==> src/rtl/mul32_sched.sv <==
// Two-requester scheduler for a shared combinational 32x32 multiplier.
// Round-robin grant, operands held for LAT settle cycles, result held until consumed.
module mul32_sched #(
  parameter int LAT = 2
) (
  input  logic        clk,
  input  logic        rst_n,
  input  logic        req0_valid,
  output logic        req0_ready,
  input  logic [31:0] req0_a,
  input  logic [31:0] req0_b,
  input  logic        req0_mode,
  input  logic        req1_valid,
  output logic        req1_ready,
  input  logic [31:0] req1_a,
  input  logic [31:0] req1_b,
  input  logic        req1_mode,
  output logic [31:0] m_a,
  output logic [31:0] m_b,
  output logic        m_mode,
  input  logic [31:0] m_lo,
  input  logic [31:0] m_hi,
  output logic        resp_valid,
  input  logic        resp_ready,
  output logic        resp_id,
  output logic [63:0] resp_prod,
  output logic [15:0] ops_cnt
);

  typedef enum logic [1:0] {IDLE, BUSY, DONE} state_t;

  localparam logic [3:0] CNT_LAST = 4'(LAT - 1);

  state_t      state_q, state_d;
  logic        last_q, last_d;
  logic [3:0]  cnt_q, cnt_d;
  logic [31:0] a_q, a_d;
  logic [31:0] b_q, b_d;
  logic        mode_q, mode_d;
  logic        id_q, id_d;
  logic [63:0] prod_q, prod_d;
  logic [15:0] ops_q, ops_d;
  logic        gnt;
  logic        any_vld;

  always_ff @(posedge clk or negedge rst_n) begin
    if (!rst_n) begin
      state_q <= IDLE;
      last_q  <= 1'b1;
      cnt_q   <= '0;
      a_q     <= '0;
      b_q     <= '0;
      mode_q  <= 1'b0;
      id_q    <= 1'b0;
      prod_q  <= '0;
      ops_q   <= '0;
    end else begin
      state_q <= state_d;
      last_q  <= last_d;
      cnt_q   <= cnt_d;
      a_q     <= a_d;
      b_q     <= b_d;
      mode_q  <= mode_d;
      id_q    <= id_d;
      prod_q  <= prod_d;
      ops_q   <= ops_d;
    end
  end

  always_comb begin
    state_d    = state_q;
    last_d     = last_q;
    cnt_d      = cnt_q;
    a_d        = a_q;
    b_d        = b_q;
    mode_d     = mode_q;
    id_d       = id_q;
    prod_d     = prod_q;
    ops_d      = ops_q;
    req0_ready = 1'b0;
    req1_ready = 1'b0;
    any_vld    = req0_valid | req1_valid;
    // On a tie the requester not served last wins; otherwise the lone requester.
    gnt        = (req0_valid && req1_valid) ? ~last_q : req1_valid;
    case (state_q)
      IDLE: begin
        req0_ready = rst_n & any_vld & ~gnt;
        req1_ready = rst_n & any_vld & gnt;
        if (any_vld) begin
          a_d     = gnt ? req1_a : req0_a;
          b_d     = gnt ? req1_b : req0_b;
          mode_d  = gnt ? req1_mode : req0_mode;
          id_d    = gnt;
          last_d  = gnt;
          cnt_d   = '0;
          state_d = BUSY;
        end
      end
      BUSY: begin
        cnt_d = cnt_q + 4'd1;
        if (cnt_q == CNT_LAST) begin
          prod_d  = {m_hi, m_lo};
          state_d = DONE;
        end
      end
      DONE: begin
        if (resp_ready) begin
          ops_d   = ops_q + 16'd1;
          state_d = IDLE;
        end
      end
      default: state_d = IDLE;
    endcase
  end

  assign m_a        = a_q;
  assign m_b        = b_q;
  assign m_mode     = mode_q;
  assign resp_valid = (state_q == DONE);
  assign resp_id    = id_q;
  assign resp_prod  = prod_q;
  assign ops_cnt    = ops_q;

endmodule
==> config.mk <==
export PLATFORM = sky130hd
export DESIGN_NAME = mul32_sched
export DESIGN_NICKNAME = d
export VERILOG_FILES = /design/src/rtl/mul32_sched.sv
export SDC_FILE = /design/constraint.sdc
export NUM_CORES = 1
export LEC_CHECK = 0
export CAP_MARGIN = 5
export CORE_MARGIN = 8
export CORE_UTILIZATION = 39
export DETAILED_ROUTE_END_ITERATION = 12
export MAX_ROUTING_LAYER = met4
export PLACE_DENSITY = 0.8
export SLEW_MARGIN = 20
export SYNTH_ARGS = -nofsm -noshare
export SYNTH_HDL_FRONTEND = slang
export SYNTH_SLANG_ARGS = --single-unit
==> constraint.sdc <==
create_clock -name clk -period 2.1 [get_ports clk]
set_input_delay 0.42 -clock clk [delete_from_list [all_inputs] [get_ports clk]]
set_output_delay 0.42 -clock clk [all_outputs]
set_load 0.01 [all_outputs]
# == Word-level counts from Yosys, hierarchy flattened ==
# Index checks and enable logic that the tools add are counted.
# totals
output_inout_bits,149
elab_cells,43
regBits,153
inputBits,199
# classes
n_mux,12
n_reduce_logical,8
n_bitwise,6
add_sub_neg,2
eq_ne,6
# ops
cell,n
$mux 32,2
$add 16x1->16 const B,1
$pmux 4 s2,1
$reduce_and 2->1,4
$mux 2,3
$pmux 2 s3,1
$add 4x1->4 const B,1
$eq 4x1->1 const B,1
$mux 1,4
$mux 4,1
$ne 2x2->1 const B,2
$and 1x1->1,3
$reduce_and 3->1,1
$eq 2x1->1 const B,1
$eq 2x2->1 const B,1
$logic_not 2->1,1
$ne 2x1->1 const B,1
$not 1->1,2
$reduce_bool 2->1,1
$logic_and 1x1->1,1
$or 1x1->1,1

# == Logic depth before layout (Yosys ltp) ==
# Gate-level depths: netlist (run 1).
# depth
ltp_word,5
mapped_depth,7

# == Worst setup path before layout (run 1) ==
# Ideal clock, no wire load.
# synth_timing
path_type,input -> output
from,input req1_valid
to,output req1_ready
slack_ps,353
stages,5
arrival_ps,1327
cell_sequence,a21boi_1 buf_2 buf_4 buf_2 and3_1
# synth_via
elab_chain_len,4
word_cells_on_any_way,6
cone_classes,2 x mux; 3 x bitwise; 1 x reduce/logical
# synth_rtl
item,line_no,source
start: declaration,13,"input logic req1_valid,"
$or 1x1->1 / $logic_and 1x1->1 (equally long branches),"82, 84",
$and 1x1->1 / $mux 1 (equally long branches),"88, 84",
$and 1x1->1 *,88,req1_ready = rst_n & any_vld & gnt;
$mux 1 *,85,case (state_q)
end: declaration,14,"output logic req1_ready,"
# Every way passes the cells marked *; elsewhere a longest branch is shown, timed or not.

# == Worst setup path after layout (run 1) ==
# Same ends and word-level chain as after synthesis.

==> results of run 1 <==
-- state kept, by name, indices dropped and copies added, names as in the netlist --
signal	cells
state_q	2
m_mode	1
m_a	32
ops_cnt	16
resp_prod	64
cnt_q	4
m_b	32
resp_id	1
last_q	1
-- per-layer routing --
layer,up-vias,part of all wire,GRT usage
met1,2438,0.38,0.216
met5,-,0,-
li1,2493,-,-
met4,0,0.020,0.0696
met2,224,0.52,0.351
met3,27,0.084,0.0647
-- cells by family (layout without fill, tap and decap cells) --
| kind of cell | count (synthesis) | in the layout | share of synthesized area |
|---|---|---|---|
| compound gates | 76 | 76 | 0.0608 |
| mux | 129 | 129 | 0.214 |
| fa+ha+maj | 3 | 3 | 0.00585 |
| simple gates | 107 | 107 | 0.0766 |
| xor+xnor | 16 | 16 | 0.0218 |
| flops | 153 | 153 | 0.597 |
| buf+inv | 33 | 398 | 0.0242 |
-- worst paths after layout --
check,cells past startpoint,slack (ps),start,to
setup reg to reg,5,410,cnt_q[0]$_DFFE_PN0P_,resp_prod[17]$_DFFE_PN0P_
setup / recovery,4,110,req1_valid,req1_ready
hold / removal,2,160,rst_n,ops_cnt[1]$_DFFE_PN0P_
min in group clk,2,480,m_b[26]$_DFFE_PN0P_,m_b[26]$_DFFE_PN0P_
hold reg to reg,2,480,m_b[26]$_DFFE_PN0P_,m_b[26]$_DFFE_PN0P_
max in group asynchronous,2,1300,rst_n,resp_prod[11]$_DFFE_PN0P_
-- stage by stage --
step | cell area, um^2 | instances | setup WS (ps) | setup TNS [ps]
CTS | 10800 | 1102 | 105 | 0
finish | 10800 | 1102 | 114 | 0
global route | 10800 | 1102 | 32.4 | 0
floorplan | 6420 | 517 | 353 | 0
detailed placement | 10200 | 1069 | -160 | -1850
global placement | 10200 | 1069 | -137 | -326
-- worst max-delay path: cells and delay by family --
kind | cells | cell delay, ps
and+or+nand+nor | 1 | 160
buffers and inverters | 2 | 770
AOI/OAI and AO/OA | 1 | 220
-- cells in the mapped netlist --
cell,number
dfrtp_1,152
nand2_1,75
mux2i_1,65
mux2_2,64
o21ai_0,38
o21ai_1,33
buf_2,19
xnor2_1,12
clkbuf_1,8
nand3_1,5
nand4_1,5
nor2_1,5
inv_1,4
nand2b_1,4
xor2_1,4
ha_1,3
buf_4,2
a21boi_1,1
a21oi_1,1
a22o_1,1
a31oi_1,1
and2_1,1
and2_2,1
and3_1,1
and3b_1,1
and4_4,1
dfstp_2,1
nand3b_1,1
nand4_4,1
nor2_2,1
nor2b_1,1
nor3_1,1
nor3b_1,1
nor4_1,1
o21a_1,1
or4b_1,1
-- cell type report --
type / instances / area [um^2]
Fill cell: 1291 / 5510
Sequential cell: 153 / 3830
Timing Repair Buffer: 362 / 3650
Multi-Input combinational cell: 331 / 2460
Clock buffer: 19 / 453
Tap cell: 220 / 275
Clock inverter: 13 / 155
Inverter: 4 / 15.0
-- power by group --
part | total, uW | switching (uW) | internal [uW]
logic | 6620 | 2770 | 3850
registers | 5070 | 757 | 4310
clock network | 3140 | 1280 | 1850
-- repair_timing --
action,4_1_cts,5_1_grt
hold endpoints to repair,0,0
resized for setup,6,0
endpoints found under the setup margin,2,0
buffers inserted,1,0
==> qor.txt, run 1 <==
CTS clk-pin slew, worst paths: 60 ps
CTS sink cnt: 153
Maxcap violations: 0
Nets: 1071
Crit end category: primary output
Mapped cell area: 6420 um^2
First-pass DRT Iterations: 4
Setup Skew: 12.4 ps
Initial antenna violation count: 0
Outcome: completed
Crit Path Category: primary input to primary output
Post-Route WL: 20600 um
Crit path max fanout: 4
Yosys top cell by area: dfrtp_1
Util after Layout: 0.663
VDD IR-drop max: 0.655 mV
CTS tree: done
Highest-count cells in the layout ignoring fill and taps: clkdlybuf4s50_1, dfrtp_1, nand2_1
Vias in the first global route: 5554
Die width: 144 um
Hold_ws: 161 ps
Core Footprint: 16300 um^2
Critical Path Start Type: primary input
Relative slew slack: 0.434
Fin. Hold Viols: 0
Path type of the worst min-delay path: primary input to asynchronous set/reset pin
Top cell type's share of synthesized area: 0.593
First-pass GRT wire length: 30800 um
Seq cells post-synth: 153
Largest net degree at the start of global routing: 154
Initial Util: 0.392
Routed length per instance: 18.7 um
Top cells by area, synth: dfrtp_1, mux2_2, mux2i_1
Fmax: 0.504 GHz
Root Driver: clkbuf_16
PwrDens: 1370 nW/um^2
CTS Hold Buffers Added: 0
Crit share post-route: 0.946
Layout area overhead: 69.0%
Die area: 20800 um^2
CP Cell Sequence: clkdlybuf4s50_1, a21boi_4, and3_1, dlygate4sd2_1
Skew-Pair Late Insertion Delay: 420 ps
Vias per inst: 4.70
1st-iter DRT viols: 125
RSZ-0062 raised after global routing: false
Tot Pwr: 14800 uW
Via count: 5182
Detailed placement HPWL: 16100 um
Ports: 348
Die Y: 144 um
Count of pins over their slew limit: 0
Setup violators final: 0
Avg Synthesized Cell Area: 12.4 um^2
ANT nets after route: 0
Post-synth cell types: 36
GRT overflow: 0
Least-Margin Pin Slew: 849 ps
Cells after Synth: 517
P_leak: 0.00464 uW
Post-synth net total: 719
WP data required: 1680 ps
TritonCTS Buffers: 17
Highest-delay cell along the critical path: clkdlybuf4s50_1
Fraction of layout cells with a size suffix above 1: 0.137
CTS H-tree depth: 4
Antenna cells: 0
Row cnt: 47
GP Congestion: 0.801
Min cycle time layout: 1990 ps
Slowest stage delay, CP: 510 ps
Remaining routing DRC violations: 0
Crit path DAT: 1570 ps
Commonest non-fill, non-tap cell in the layout: clkdlybuf4s50_1
Gr usage total: 0.203
CTS max path bufs: 2
Yosys warns: 0
Seq/Total Area, Yosys: 0.597
Number of port buffers: 347
(Power assumes the default switching activity.)
==> run 2: changes to the inputs <==
--- a/config.mk
+++ b/config.mk
@@ -9,7 +9,6 @@
 export CORE_MARGIN = 8
 export CORE_UTILIZATION = 39
 export DETAILED_ROUTE_END_ITERATION = 12
-export MAX_ROUTING_LAYER = met4
 export PLACE_DENSITY = 0.8
 export SLEW_MARGIN = 20
 export SYNTH_ARGS = -nofsm -noshare
==> run 2 against run 1 <==
Net effect: die area did not move; clock-buffer cell count did not move; design area did not move; sequential cell count did not move; core utilization did not move; clock skew fell by 0.94 ps; sequential power barely moved; highest routed layer unchanged; largest power group unchanged; sequential share of layout area did not move; routed wire length barely moved; register-to-register slack barely moved.
==> qor.txt, run 2 (synthesis gave the netlist of run 1 again) <==
Fmax: 0.503 GHz
ANT nets after route: 0
Seq. cell area: 3830 um^2
CTS H-tree depth: 4
Least-Margin Pin Slew: 815 ps
RR Startpoint: cnt_q[0]$_DFFE_PN0P_
Outcome: completed
Die Y: 144 um
Setup Skew: 11.5 ps
Fin. Hold Viols: 0
1st-iter DRT viols: 122
Reg2Reg Depth: 5
WP data required: 1680 ps
Crit share post-route: 0.946
Tot Pwr: 14800 uW
Relative slew slack: 0.457
VDD IR-drop max: 0.656 mV
Path type of the worst min-delay path: primary input to asynchronous set/reset pin
Setup violators final: 0
R2R setup slack: 410 ps
Ports: 348
CTS sink cnt: 153
Highest-count cells in the layout ignoring fill and taps: clkdlybuf4s50_1, dfrtp_1, nand2_1
Reg-to-reg endpoint: resp_prod[17]$_DFFE_PN0P_
Antenna cells: 0
Crit path DAT: 1570 ps
Gr usage total: 0.197
Die area: 20800 um^2
GP Congestion: 0.790
Via count: 5200
Crit Path Category: primary input to primary output
Vias per inst: 4.72
RSZ-0062 raised after global routing: false
GRT overflow: 0
PwrDens: 1370 nW/um^2
CTS clk-pin slew, worst paths: 60 ps
Initial antenna violation count: 0
First-pass DRT Iterations: 4
Max FFs per register: 64
Crit path max fanout: 4
Fraction of layout cells with a size suffix above 1: 0.137
P_leak: 0.00464 uW
Number of port buffers: 347
CTS tree: done
Largest net degree at the start of global routing: 154
Area occupied by multi-input gates: 2460 um^2
Root Driver: clkbuf_16
Row cnt: 47
Post-Route WL: 20600 um
Skew-Pair Late Insertion Delay: 420 ps
Min cycle time layout: 1990 ps
Core Footprint: 16300 um^2
Maxcap violations: 0
First-pass GRT wire length: 30900 um
TritonCTS Buffers: 17
Layout area overhead: 69.0%
Non-Filler Instances: 1102
Vias in the first global route: 5541
Critical Path Start Type: primary input
CTS max path bufs: 2
Placed Instances: 1069
Hold_ws: 185 ps
Remaining routing DRC violations: 0
CTS Hold Buffers Added: 0
Initial Util: 0.392
Crit end category: primary output
Count of pins over their slew limit: 0
Commonest non-fill, non-tap cell in the layout: clkdlybuf4s50_1
Die width: 144 um
Detailed placement HPWL: 16100 um
Nets: 1071
Setup TNS: 0 ps
FILL cells: 1291
Routed length per instance: 18.7 um
-- run 2: metal layers --
metal / global-route usage / part of all wire / up-vias / wire, um
li1: - / - / 2491 / -
met1: 0.205 / 0.36 / 2462 / 7450
met2: 0.352 / 0.52 / 224 / 10700
met3: 0.0796 / 0.10 / 23 / 2050
met4: 0.0690 / 0.018 / 0 / 374
met5: 0 / 0 / - / 0
-- run 2: critical path, stage by stage --
cell and delay [ps]:
clkdlybuf4s50_1 510, a21boi_4 220, and3_1 160, dlygate4sd2_1 260
-- run 2: worst max-delay path by stage --
stage,depth (start not counted),to,startpoint,slack [ps]
final,4,req1_ready,req1_valid,110
after global routing,5,req0_ready,state_q[0]$_DFFE_PN0P_,30
after CTS,5,req0_ready,state_q[0]$_DFFE_PN0P_,110
after detailed placement,4,req1_ready,req1_valid,-160
after global placement,4,req1_ready,req1_valid,-140
after floorplan,5,req1_ready,req1_valid,350
-- run 2: final cells by class --
type	instances	share of cell area
Sequential cell	153	0.353
Timing Repair Buffer	362	0.337
Multi-Input combinational cell	331	0.227
Clock buffer	19	0.0418
Tap cell	220	0.0254
Clock inverter	13	0.0143
Inverter	4	0.00138
-- run 2: metrics by stage --
step	instance area, um^2	util	setup WS, ps
5_1_grt	10800	0.663	32.4
6_report	10800	0.663	114
4_1_cts	10800	0.663	105
2_1_floorplan	6420	-	353
3_5_place_dp	10200	0.625	-160
3_3_place_gp	10200	0.625	-137
-- run 2: repair_timing --
item,4_1_cts,5_1_grt
resized for setup,6,0
setup buffers,1,0
setup endpoints to repair,2,0
-- run 2: report_power, final --
| part | total (uW) | leakage [uW] | internal, uW | switching, uW |
|---|---|---|---|---|
| Sequential | 5070 | 0.00186 | 4310 | 760 |
| Clock | 3140 | 0.000296 | 1850 | 1290 |
| Combinational | 6620 | 0.00249 | 3850 | 2770 |
